<file path="src/rtl/vx_commit_pkg.sv">
// Shared types and sizes for the commit/writeback path: unit indices,
// default widths and the per-unit commit record.
package vx_commit_pkg;

    localparam int UNIT_ALU    = 0;
    localparam int UNIT_LD     = 1;
    localparam int UNIT_CSR    = 2;
    localparam int UNIT_FPU    = 3;
    localparam int UNIT_GPU    = 4;
    localparam int NUM_UNITS   = 5;

    localparam int NUM_THREADS = 4;
    localparam int NUM_WARPS   = 4;
    localparam int NW_BITS     = (NUM_WARPS > 1) ? $clog2(NUM_WARPS) : 1;
    localparam int XLEN        = 32;
    localparam int RD_BITS     = 5;
    localparam int CNT_BITS    = $clog2(NUM_UNITS + 1);
    localparam int UNIT_BITS   = (NUM_UNITS > 1) ? $clog2(NUM_UNITS) : 1;

    typedef struct packed {
        logic [NW_BITS-1:0]          wid;
        logic [NUM_THREADS-1:0]      tmask;
        logic [RD_BITS-1:0]          rd;
        logic                        wb;
        logic                        eop;
        logic [NUM_THREADS*XLEN-1:0] data;
    } commit_t;

endpackage

</file>
<file path="src/rtl/vx_rr_arbiter.sv">
// Round-robin arbiter: searches upward from the pointer with wrap-around,
// grants at most one requester per cycle and advances past the winner.
module vx_rr_arbiter #(
    parameter int NUM_REQS = 5,
    parameter int IDX_BITS = (NUM_REQS > 1) ? $clog2(NUM_REQS) : 1
) (
    input  logic                clk,
    input  logic                reset,
    input  logic [NUM_REQS-1:0] requests_i,
    input  logic                enable_i,
    output logic [NUM_REQS-1:0] grant_o,
    output logic [IDX_BITS-1:0] grant_idx_o,
    output logic                grant_valid_o
);

    logic [IDX_BITS-1:0] ptr_q;
    logic [IDX_BITS-1:0] ptr_d;
    logic [IDX_BITS:0]   sum;
    logic [IDX_BITS-1:0] cand;

    always_comb begin
        grant_o       = '0;
        grant_idx_o   = '0;
        grant_valid_o = 1'b0;
        sum           = '0;
        cand          = '0;
        for (int k = 0; k < NUM_REQS; k++) begin
            sum = {1'b0, ptr_q} + (IDX_BITS+1)'(k);
            if (sum >= (IDX_BITS+1)'(NUM_REQS)) begin
                sum = sum - (IDX_BITS+1)'(NUM_REQS);
            end
            cand = sum[IDX_BITS-1:0];
            if (enable_i && !grant_valid_o && requests_i[cand]) begin
                grant_o[cand] = 1'b1;
                grant_idx_o   = cand;
                grant_valid_o = 1'b1;
            end
        end
    end

    always_comb begin
        ptr_d = ptr_q;
        if (grant_valid_o) begin
            if (grant_idx_o == IDX_BITS'(NUM_REQS - 1)) begin
                ptr_d = '0;
            end else begin
                ptr_d = grant_idx_o + 1'b1;
            end
        end
    end

    always_ff @(posedge clk) begin
        if (!reset) begin
            ptr_q <= '0;
        end else begin
            ptr_q <= ptr_d;
        end
    end

endmodule

</file>
<file path="src/rtl/vx_commit_wb_arb.sv">
// Commit writeback arbiter: merges the per-unit commit streams onto one
// registered register-file write port and counts retired instructions.
module vx_commit_wb_arb #(
    parameter int NUM_UNITS   = vx_commit_pkg::NUM_UNITS,
    parameter int NUM_THREADS = vx_commit_pkg::NUM_THREADS,
    parameter int NUM_WARPS   = vx_commit_pkg::NUM_WARPS,
    parameter int NW_BITS     = (NUM_WARPS > 1) ? $clog2(NUM_WARPS) : 1,
    parameter int XLEN        = vx_commit_pkg::XLEN,
    parameter int RD_BITS     = vx_commit_pkg::RD_BITS,
    parameter int CNT_BITS    = $clog2(NUM_UNITS + 1),
    parameter int UNIT_BITS   = (NUM_UNITS > 1) ? $clog2(NUM_UNITS) : 1
) (
    input  logic                                  clk,
    input  logic                                  reset,
    input  logic [NUM_UNITS-1:0]                  in_valid,
    input  logic [NUM_UNITS*NW_BITS-1:0]          in_wid,
    input  logic [NUM_UNITS*NUM_THREADS-1:0]      in_tmask,
    input  logic [NUM_UNITS*RD_BITS-1:0]          in_rd,
    input  logic [NUM_UNITS-1:0]                  in_wb,
    input  logic [NUM_UNITS-1:0]                  in_eop,
    input  logic [NUM_UNITS*NUM_THREADS*XLEN-1:0] in_data,
    output logic [NUM_UNITS-1:0]                  in_ready,
    output logic                                  wb_valid,
    output logic [NW_BITS-1:0]                    wb_wid,
    output logic [RD_BITS-1:0]                    wb_rd,
    output logic [NUM_THREADS-1:0]                wb_tmask,
    output logic [NUM_THREADS*XLEN-1:0]           wb_data,
    output logic                                  wb_eop,
    output logic [UNIT_BITS-1:0]                  wb_unit,
    output logic                                  cmt_valid,
    output logic [CNT_BITS-1:0]                   cmt_count
);
    import vx_commit_pkg::*;

    localparam int DW = NUM_THREADS * XLEN;

    commit_t                units [NUM_UNITS];
    commit_t                sel;
    logic [NUM_UNITS-1:0]   wb_req;
    logic [NUM_UNITS-1:0]   nwb;
    logic [NUM_UNITS-1:0]   grant;
    logic [NUM_UNITS-1:0]   fire;
    logic [UNIT_BITS-1:0]   grant_idx;
    logic                   grant_valid;
    logic [CNT_BITS-1:0]    cmt_count_d;

    logic                   wb_valid_q;
    logic [NW_BITS-1:0]     wb_wid_q;
    logic [RD_BITS-1:0]     wb_rd_q;
    logic [NUM_THREADS-1:0] wb_tmask_q;
    logic [DW-1:0]          wb_data_q;
    logic                   wb_eop_q;
    logic [UNIT_BITS-1:0]   wb_unit_q;
    logic                   cmt_valid_q;
    logic [CNT_BITS-1:0]    cmt_count_q;

    always_comb begin
        for (int i = 0; i < NUM_UNITS; i++) begin
            units[i].wid   = in_wid[i*NW_BITS +: NW_BITS];
            units[i].tmask = in_tmask[i*NUM_THREADS +: NUM_THREADS];
            units[i].rd    = in_rd[i*RD_BITS +: RD_BITS];
            units[i].wb    = in_wb[i];
            units[i].eop   = in_eop[i];
            units[i].data  = in_data[i*DW +: DW];
        end
    end

    always_comb begin
        wb_req = '0;
        nwb    = '0;
        for (int i = 0; i < NUM_UNITS; i++) begin
            wb_req[i] = in_valid[i] & units[i].wb;
            nwb[i]    = in_valid[i] & ~units[i].wb;
        end
    end

    // Enable is tied to reset so nothing is granted while reset is asserted.
    vx_rr_arbiter #(
        .NUM_REQS (NUM_UNITS),
        .IDX_BITS (UNIT_BITS)
    ) u_arb (
        .clk           (clk),
        .reset         (reset),
        .requests_i    (wb_req),
        .enable_i      (reset),
        .grant_o       (grant),
        .grant_idx_o   (grant_idx),
        .grant_valid_o (grant_valid)
    );

    assign in_ready = {NUM_UNITS{reset}} & (nwb | grant);
    assign fire     = in_valid & in_ready;
    assign sel      = units[grant_idx];

    always_comb begin
        cmt_count_d = '0;
        for (int i = 0; i < NUM_UNITS; i++) begin
            if (fire[i] && units[i].eop) begin
                cmt_count_d = cmt_count_d + CNT_BITS'(1);
            end
        end
    end

    always_ff @(posedge clk) begin
        if (!reset) begin
            wb_valid_q  <= 1'b0;
            wb_wid_q    <= '0;
            wb_rd_q     <= '0;
            wb_tmask_q  <= '0;
            wb_data_q   <= '0;
            wb_eop_q    <= 1'b0;
            wb_unit_q   <= '0;
            cmt_valid_q <= 1'b0;
            cmt_count_q <= '0;
        end else begin
            wb_valid_q  <= grant_valid;
            cmt_count_q <= cmt_count_d;
            cmt_valid_q <= (cmt_count_d != '0);
            // Payload holds its last value when no writeback is granted.
            if (grant_valid) begin
                wb_wid_q   <= sel.wid;
                wb_rd_q    <= sel.rd;
                wb_tmask_q <= sel.tmask;
                wb_data_q  <= sel.data;
                wb_eop_q   <= sel.eop;
                wb_unit_q  <= grant_idx;
            end
        end
    end

    assign wb_valid  = wb_valid_q;
    assign wb_wid    = wb_wid_q;
    assign wb_rd     = wb_rd_q;
    assign wb_tmask  = wb_tmask_q;
    assign wb_data   = wb_data_q;
    assign wb_eop    = wb_eop_q;
    assign wb_unit   = wb_unit_q;
    assign cmt_valid = cmt_valid_q;
    assign cmt_count = cmt_count_q;

endmodule
</file>
<file path="config.mk">
export PLATFORM = sky130hd
export DESIGN_NAME = vx_commit_wb_arb
export DESIGN_NICKNAME = d
export VERILOG_FILES = /design/src/rtl/vx_commit_pkg.sv /design/src/rtl/vx_rr_arbiter.sv /design/src/rtl/vx_commit_wb_arb.sv
export SDC_FILE = /design/constraint.sdc
export NUM_CORES = 1
export LEC_CHECK = 0
export CAP_MARGIN = 20
export CORE_AREA = 4 4 337 339
export CTS_BUF_LIST = sky130_fd_sc_hd__clkbuf_16
export DETAILED_ROUTE_END_ITERATION = 8
export DIE_AREA = 0 0 341 343
export SYNTH_ARGS = -nofsm -noshare
export SYNTH_HDL_FRONTEND = slang
export SYNTH_SLANG_ARGS = --single-unit
export TNS_END_PERCENT = 50
</file>
<file path="constraint.sdc">
create_clock -name clk -period 7.4 [get_ports clk]
set_clock_uncertainty 0.2 [all_clocks]
set_input_delay 1.48 -clock clk [delete_from_list [all_inputs] [get_ports clk]]
set_output_delay 1.48 -clock clk [all_outputs]
set_load 0.01 [all_outputs]
</file>
Yosys cells after proc, flatten, opt, wreduce, memory -nomap -nowiden
Index checks and enable logic that the tools add are counted.
{ "word_totals": {"elab_cells": 137, "in_bits": 712, "ff_bits": 151, "output_inout_bits": 153} }
{ "classes": {"bitwise": 23, "n_reduce_logical": 24, "n_addsub": 14, "n_eq_ne": 1, "n_lt_le_gt_ge": 16, "mux": 49} }
{ "op_table": {"columns": ["cell", "count"], "rows": [
  ["141-bit binary-select mux with 3-bit select", 1],
  ["141-bit 2-to-1 mux", 2],
  ["3-bit 2-to-1 mux", 15],
  ["5-bit 2-to-1 mux", 5],
  ["5-bit bitwise OR", 5],
  ["3-bit by 4-bit < comparator with 1-bit output (second input constant)", 5],
  ["1-bit logical AND", 19],
  ["4-bit by 3-bit >= comparator with 1-bit output (second input constant)", 4],
  ["1-bit 2-to-1 mux", 16],
  ["3-bit by 1-bit adder with 3-bit output (second input constant)", 5],
  ["1-bit binary-select mux with 3-bit select", 5],
  ["1-bit demux with 3-bit select", 5],
  ["3-bit by 1-bit >= comparator with 1-bit output (second input constant)", 5],
  ["3-bit subtractor (second input constant)", 5],
  ["1-bit AND", 10],
  ["5-bit AND", 2],
  ["3-bit by 2-bit adder with 4-bit output (second input constant)", 2],
  ["1-bit NOT", 5],
  ["3-bit by 1-bit adder with 4-bit output (second input constant)", 1],
  ["3-bit by 3-bit adder with 4-bit output (second input constant)", 1],
  ["4-bit >= comparator (second input constant)", 1],
  ["1-bit logical NOT", 4],
  ["3-bit NOT with 4-bit output", 1],
  ["3-bit equality test (second input constant)", 1],
  ["2 further kinds", 2]
]} }

Logic depth before layout (Yosys ltp)
Gate-level depths: netlist of run 1.
{ "depth": {"ltp_word": 36, "depth_mapped": 29, "mapped_depth_nobuf": 28} }

Cells and area by module
A second synthesis of run 1 with hierarchy kept.
{ "unflattened": {"cells_unflattened": 1071, "hier_area_um2": 11314.6} }
{ "modules_own_cells": {"columns": ["module", "n_inst", "seq_area_each_um2", "area_each_um2", "cells_per_inst"], "rows": [
  ["vx_commit_wb_arb", 1, 2962.8, 9888.2, 879],
  ["vx_rr_arbiter", 1, 60.1, 1426.4, 192]
]} }

Worst setup path after synthesis of run 1
OpenSTA, ideal clock, no wires.
{ "synth_path": {"kind": "input-to-reg", "from": "in in_valid[3]", "to": "reg cmt_valid_q (netlist: cmt_valid)", "t_required_ps": 7077, "setup_ps": 123, "t_arrival_ps": 5593, "cell_stages": 23, "setup_slack_ps": 1484, "path_buffers": 1, "path_cell_list": "nand2_1 a211oi_1 a211oi_1 o31ai_2 buf_2 o2bb2ai_1 nor3_1 o2111ai_1 nor2_1 nor4_1 a21oi_1 and3_1 ha_1 inv_1 nand3_1 and2_1 inv_1 ha_1 or3_1 o21a_1 ha_1 o41ai_1 o21bai_1"} }
{ "synth_via": {"elab_chain_len": 35, "elab_cells_between_ends": 56, "cone_classes": "add/sub (4); mux (24); bitwise (9); reduce/logical (19)"} }
{ "synth_lines": {"columns": ["item", "line_no", "text"], "rows": [
  ["start: declaration", "vx_commit_wb_arb.sv:15", "input logic [NUM_UNITS-1:0] in_valid,"],
  ["1-bit AND *", "vx_commit_wb_arb.sv:72", "wb_req[i] = in_valid[i] & units[i].wb;"],
  ["1-bit binary-select mux with 3-bit select", "vx_rr_arbiter.sv:33", "if (enable_i && !grant_valid_o && requests_i[cand]) begin"],
  ["1-bit 2-to-1 mux (not written as such)", "vx_rr_arbiter.sv:33", null],
  ["1-bit logical AND", "vx_rr_arbiter.sv:33", null],
  ["1-bit 2-to-1 mux", "vx_rr_arbiter.sv:33", null],
  ["1-bit logical NOT", "vx_rr_arbiter.sv:33", null],
  ["1-bit logical AND (2 in a row)", "vx_rr_arbiter.sv:33", null],
  ["1-bit 2-to-1 mux", "vx_rr_arbiter.sv:33", null],
  ["(+14 left out)", null, null],
  ["net in_ready[0]", "vx_commit_wb_arb.sv:22", "output logic [NUM_UNITS-1:0] in_ready,"],
  ["(+4 left out)", null, null],
  ["3-bit 2-to-1 mux *", "vx_commit_wb_arb.sv:98", "if (fire[i] && units[i].eop) begin"],
  ["3-bit by 1-bit adder with 3-bit output", "vx_commit_wb_arb.sv:99", "cmt_count_d = cmt_count_d + CNT_BITS'(1);"],
  ["3-bit 2-to-1 mux *", "vx_commit_wb_arb.sv:98", null],
  ["3-bit by 1-bit adder with 3-bit output", "vx_commit_wb_arb.sv:99", null],
  ["3-bit 2-to-1 mux *", "vx_commit_wb_arb.sv:98", null],
  ["3-bit by 1-bit adder with 3-bit output", "vx_commit_wb_arb.sv:99", null],
  ["3-bit 2-to-1 mux *", "vx_commit_wb_arb.sv:98", null],
  ["3-bit nonzero test *", "vx_commit_wb_arb.sv:118", "cmt_valid_q <= (cmt_count_d != '0);"],
  ["end signal: assignment", "vx_commit_wb_arb.sv:118", null],
  ["end: declaration", "vx_commit_wb_arb.sv:54", "logic cmt_valid_q;"]
]} }
Mark *: on every way through the listed nets, which the timed path passes. The rest lies on a longest branch. The select of a mux whose other input is x is not followed.
A chain may end at the register's enable or synchronous reset.

Worst setup path after layout of run 1
{ "layout_path": {"from": "reg u_arb.ptr_q[1]", "to": "reg cmt_valid_q (netlist: cmt_valid)"} }
{ "layout_via": {"elab_chain_len": 36, "elab_cells_between_ends": 98, "cone_classes": "add/sub (13); order compare (15); mux (39); bitwise (7); reduce/logical (24)"} }
{ "layout_lines": {"columns": ["item", "line_no", "text"], "rows": [
  ["start: declaration", "vx_rr_arbiter.sv:16", "logic [IDX_BITS-1:0] ptr_q;"],
  ["start signal: assignment", "vx_rr_arbiter.sv:56", "ptr_q <= ptr_d;"],
  ["parallel branches: the longest is 21 deep, another holds 3-bit by 1-bit adder with 4-bit output", null, null],
  ["5-bit 2-to-1 mux *", "vx_rr_arbiter.sv:33", null],
  ["5-bit bitwise OR *", "vx_commit_wb_arb.sv:91", "assign in_ready = {NUM_UNITS{reset}} & (nwb | grant);"],
  ["5-bit AND *", "vx_commit_wb_arb.sv:91", null],
  ["5-bit AND *", "vx_commit_wb_arb.sv:92", "assign fire = in_valid & in_ready;"],
  ["1-bit logical AND", "vx_commit_wb_arb.sv:98", null],
  ["1-bit 2-to-1 mux", "vx_commit_wb_arb.sv:98", null],
  ["3-bit by 1-bit adder with 3-bit output", "vx_commit_wb_arb.sv:99", null],
  ["3-bit 2-to-1 mux", "vx_commit_wb_arb.sv:98", null],
  ["3-bit by 1-bit adder with 3-bit output", "vx_commit_wb_arb.sv:99", null],
  ["3-bit 2-to-1 mux", "vx_commit_wb_arb.sv:98", null],
  ["3-bit by 1-bit adder with 3-bit output", "vx_commit_wb_arb.sv:99", null],
  ["3-bit 2-to-1 mux", "vx_commit_wb_arb.sv:98", null],
  ["3-bit by 1-bit adder with 3-bit output", "vx_commit_wb_arb.sv:99", null],
  ["3-bit 2-to-1 mux *", "vx_commit_wb_arb.sv:98", null],
  ["3-bit nonzero test *", "vx_commit_wb_arb.sv:118", null]
]} }
Mark *: on every way between the ends. The select of a mux whose other input is x is not followed.

==> metrics.txt, run 1 <==
first-pass GRT wire length=116.3 mm; cts repair resizes=0; first drt pass iteration count=6; Max clock buf depth=2; Row Count=122; Crit Path Class=register to register; unrepaired setup endpoints after global routing=false; post-layout min period=6.644 ns; Critical Path RT=roughly 7.6 ns; achievable frequency=~150 MHz; vias in the first global route=~15000; headroom to the max-slew limit=0.3770; crit share post-route=0.8978; critical path arrival=6.82 ns; GP Congestion=0.9218; I/O pin count=865; IO buf count=~860; Reg2Reg Depth=25; total congestion overflow=0; number of synthesized flops with an enable pin=0; largest net degree at the start of global routing=65; CP startpoint kind=register; initial antenna violation count=26; Post-CTS Setup Bufs=0; Worst Tran Pin Value=0.9248 ns; sequential cell area=3023 um^2; Netlist cell types=74; Worst-path clk slew=0.07 ns; Async SR Flop Fraction=0; DRT iter0 DRCs=between 1000 and 1500; Final Cell Area=22740 um^2; Synth Area per Inst=between 8 and 9 um^2; CP Capture Type=register; Max Cap Viol=0; CTS H-tree depth=4; DR WL/cell=23.30 um; Yosys warning count=0; combined area of the multi-input logic cells=8010 um^2; Core ar.=110400 um^2; final wirelength=87.26 mm; Total GRT Usage=0.1408; HP Class=register to register; fin cells=3745; TritonCTS clock tree=built; Skew-Pair Late Insertion Delay=about 0.48 ns; clock sinks=151; cells after synthesis=1433; Vias per Instance=4.003; post-synthesis sequential element count=151; Leak=7.949 nW; post-synthesis sequential area ratio=0.2569; status=completed; count of pins over their slew limit=0; Initial Utilization=0.1066; NumNets Final=between 2000 and 3000; Crit Path Max Fanout=12; Horiz. Die Dim=between 300 and 400 um; PD cells=526.3 nW/um^2; setup tns final=0 ns; antenna viol nets, final=0; placed cells=3709; Final HPWL DP=between 70 and 80 mm; CTS Hold Buffers Added=0; Synth-to-Final Area Change=93.23%; Final Hold Fails=0; reg2reg setup slack=around 0.76 ns; Netlist Area Pre-Place=11770 um^2; die height=around 340 um; CTS Buf Count=17; final routed DRC violation total=0; # setup viols final=0; Cell Area, Placed=approximately 22000 um^2; CTS Root Cell=clkbuf_16; number of fill cells=12330; Min-Delay Path Depth=2; share of layout cells above drive strength 1=0.04751; die area=117000 um^2; maximum VDD drop=around 0.38 mV; Net Count, Synth=around 2200; Main synth FF type=dfxtp_1; routed vias=approximately 15000
worst paths after layout:
check            startpoint          to
max          u_arb.ptr_q[1]   cmt_valid
max reg2reg  u_arb.ptr_q[1]   cmt_valid
min reg2reg      wb_unit[0]  wb_unit[0]
min              wb_unit[0]  wb_unit[0]
synth_stat cells (3+ instances only):
master | number | area share
nand4_1 | 3 | 0.0016
a22oi_1 | 65 | 0.041
o21a_1 | 4 | 0.0026
nor3_1 | 14 | 0.0060
inv_1 | 18 | 0.0057
ha_1 | 14 | 0.015
or3_1 | 6 | 0.0032
clkbuf_1 | 73 | 0.023
o221ai_1 | 3 | 0.0022
and3_1 | 7 | 0.0037
o2111ai_1 | 4 | 0.0030
nor4_1 | 4 | 0.0021
dfxtp_1 | 151 | 0.26
o211ai_1 | 6 | 0.0038
and2_1 | 5 | 0.0027
nand3_1 | 18 | 0.0077
inv_2 | 3 | 0.00096
a211oi_1 | 86 | 0.055
buf_4 | 10 | 0.0064
buf_2 | 32 | 0.014
nand2_1 | 29 | 0.0092
buf_6 | 16 | 0.015
nor2_1 | 175 | 0.056
nand2b_1 | 4 | 0.0021
or2_2 | 3 | 0.0016
a21o_1 | 4 | 0.0026
o21ai_1 | 81 | 0.034
and3b_1 | 3 | 0.0022
o41ai_1 | 3 | 0.0022
nor2b_1 | 8 | 0.0043
mux2i_1 | 285 | 0.24
o31ai_1 | 9 | 0.0057
o22a_1 | 64 | 0.048
o22ai_1 | 3 | 0.0016
a21oi_1 | 27 | 0.011
o21ai_0 | 148 | 0.063
or4_1 | 3 | 0.0019
per-stage QoR:
step,setup WS (ns),power (W),utilization,hold WS [ns]
2_1_floorplan,1.484,0.007243,-,0.2805
3_3_place_gp,0.5509,0.01112,0.2007,0.2430
3_5_place_dp,0.3970,0.01113,0.2007,0.2478
4_1_cts,0.8063,0.01214,0.2059,0.2556
5_1_grt,0.2578,0.01284,0.2059,0.2688
6_report,0.7560,0.01197,0.2061,0.2574
cell type report:
class	instances	share of cell area
well taps	1488	0.08187
clock buffers	17	0.01871
repair buffers	920	0.4031
flip-flops and latches	151	0.1329
multi-input cells	1129	0.3522
inverters	21	0.004016
clock inverters	14	0.006602
diodes	5	0.0005502
power breakdown:
part,total (W),internal [W],switching (W)
clock network,0.000932,0.000496,0.000436
logic,0.00958,0.00393,0.00565
registers,0.00145,0.00124,0.000213
cells by family after synthesis:
logic type	share of synthesized area
AOI/OAI and AO/OA	0.3010
buffers and inverters	0.06559
DFF	0.2569
adders and majority gates	0.01659
muxes	0.2453
xor gates and xnor gates	0.003402
and+or+nand+nor	0.1113
cells in the final DEF, fill, tap and decap left out, types with 5 or more instances in the layout:
cell type / netlist / routed
a22oi_1: 65 / 65
inv_1: 18 / 18
or3_1: 6 / 6
nor3_1: 14 / 14
ha_1: 14 / 14
mux2i_1: 285 / 285
buf_4: 10 / 49
o31ai_1: 9 / 9
a211oi_1: 86 / 86
nand2_1: 29 / 29
o22a_1: 64 / 64
a21oi_1: 27 / 27
nor2b_1: 8 / 8
o211ai_1: 6 / 6
o21ai_0: 148 / 148
clkbuf_16: 0 / 17
and3_1: 7 / 7
nor2_1: 175 / 175
dfxtp_1: 151 / 151
diode_2: 0 / 5
clkdlybuf4s50_1: 0 / 863
buf_12: 0 / 8
o21ai_1: 81 / 81
and2_1: 5 / 5
nand3_1: 18 / 17
worst max-delay path, cell delays in order, from the launching register on:
cell and delay (ns):
dfxtp_1 0.63, inv_1 0.26, ha_1 0.29, ha_1 0.41, and3b_1 0.20, o31ai_1 0.35, o21ai_0 0.16, a311oi_1 0.36
and2_1 0.27, nor3_1 0.11, o2111ai_1 0.15, nor2_1 0.08, nor4_1 0.34, a21oi_1 0.15, and3_1 0.22, ha_1 0.34
inv_1 0.09, nand3_1 0.13, and2_1 0.20, inv_1 0.05, ha_1 0.21, or3_1 0.41, o21a_1 0.14, ha_1 0.30
o41ai_1 0.38, o21bai_1 0.09
routing by layer:
metal	global-route usage	wire length (um)	up-vias	share of wire
met1	0.1776	36120	7108	0.41
met4	0.03098	1375	14	0.016
met2	0.2307	40740	771	0.47
met3	0.04994	8927	78	0.10
met5	0	102	-	0.0012
li1	-	-	7020	-
sequential cells by signal, summed over array words and instances (netlist names):
name,count
wb_wid,2
wb_unit,3
u_arb.ptr_q,3
wb_valid,1
wb_tmask,4
cmt_count,3
wb_eop,1
cmt_valid,1
wb_rd,5
wb_data,128
Note: power is estimated with default switching activity, not from simulation.
==> inputs of run 2 (changes only) <==
- CAP_MARGIN: 20 -> 25
==> results of run 2 <==
No change in the layout: final DEF, timing and power equal those of run 1.
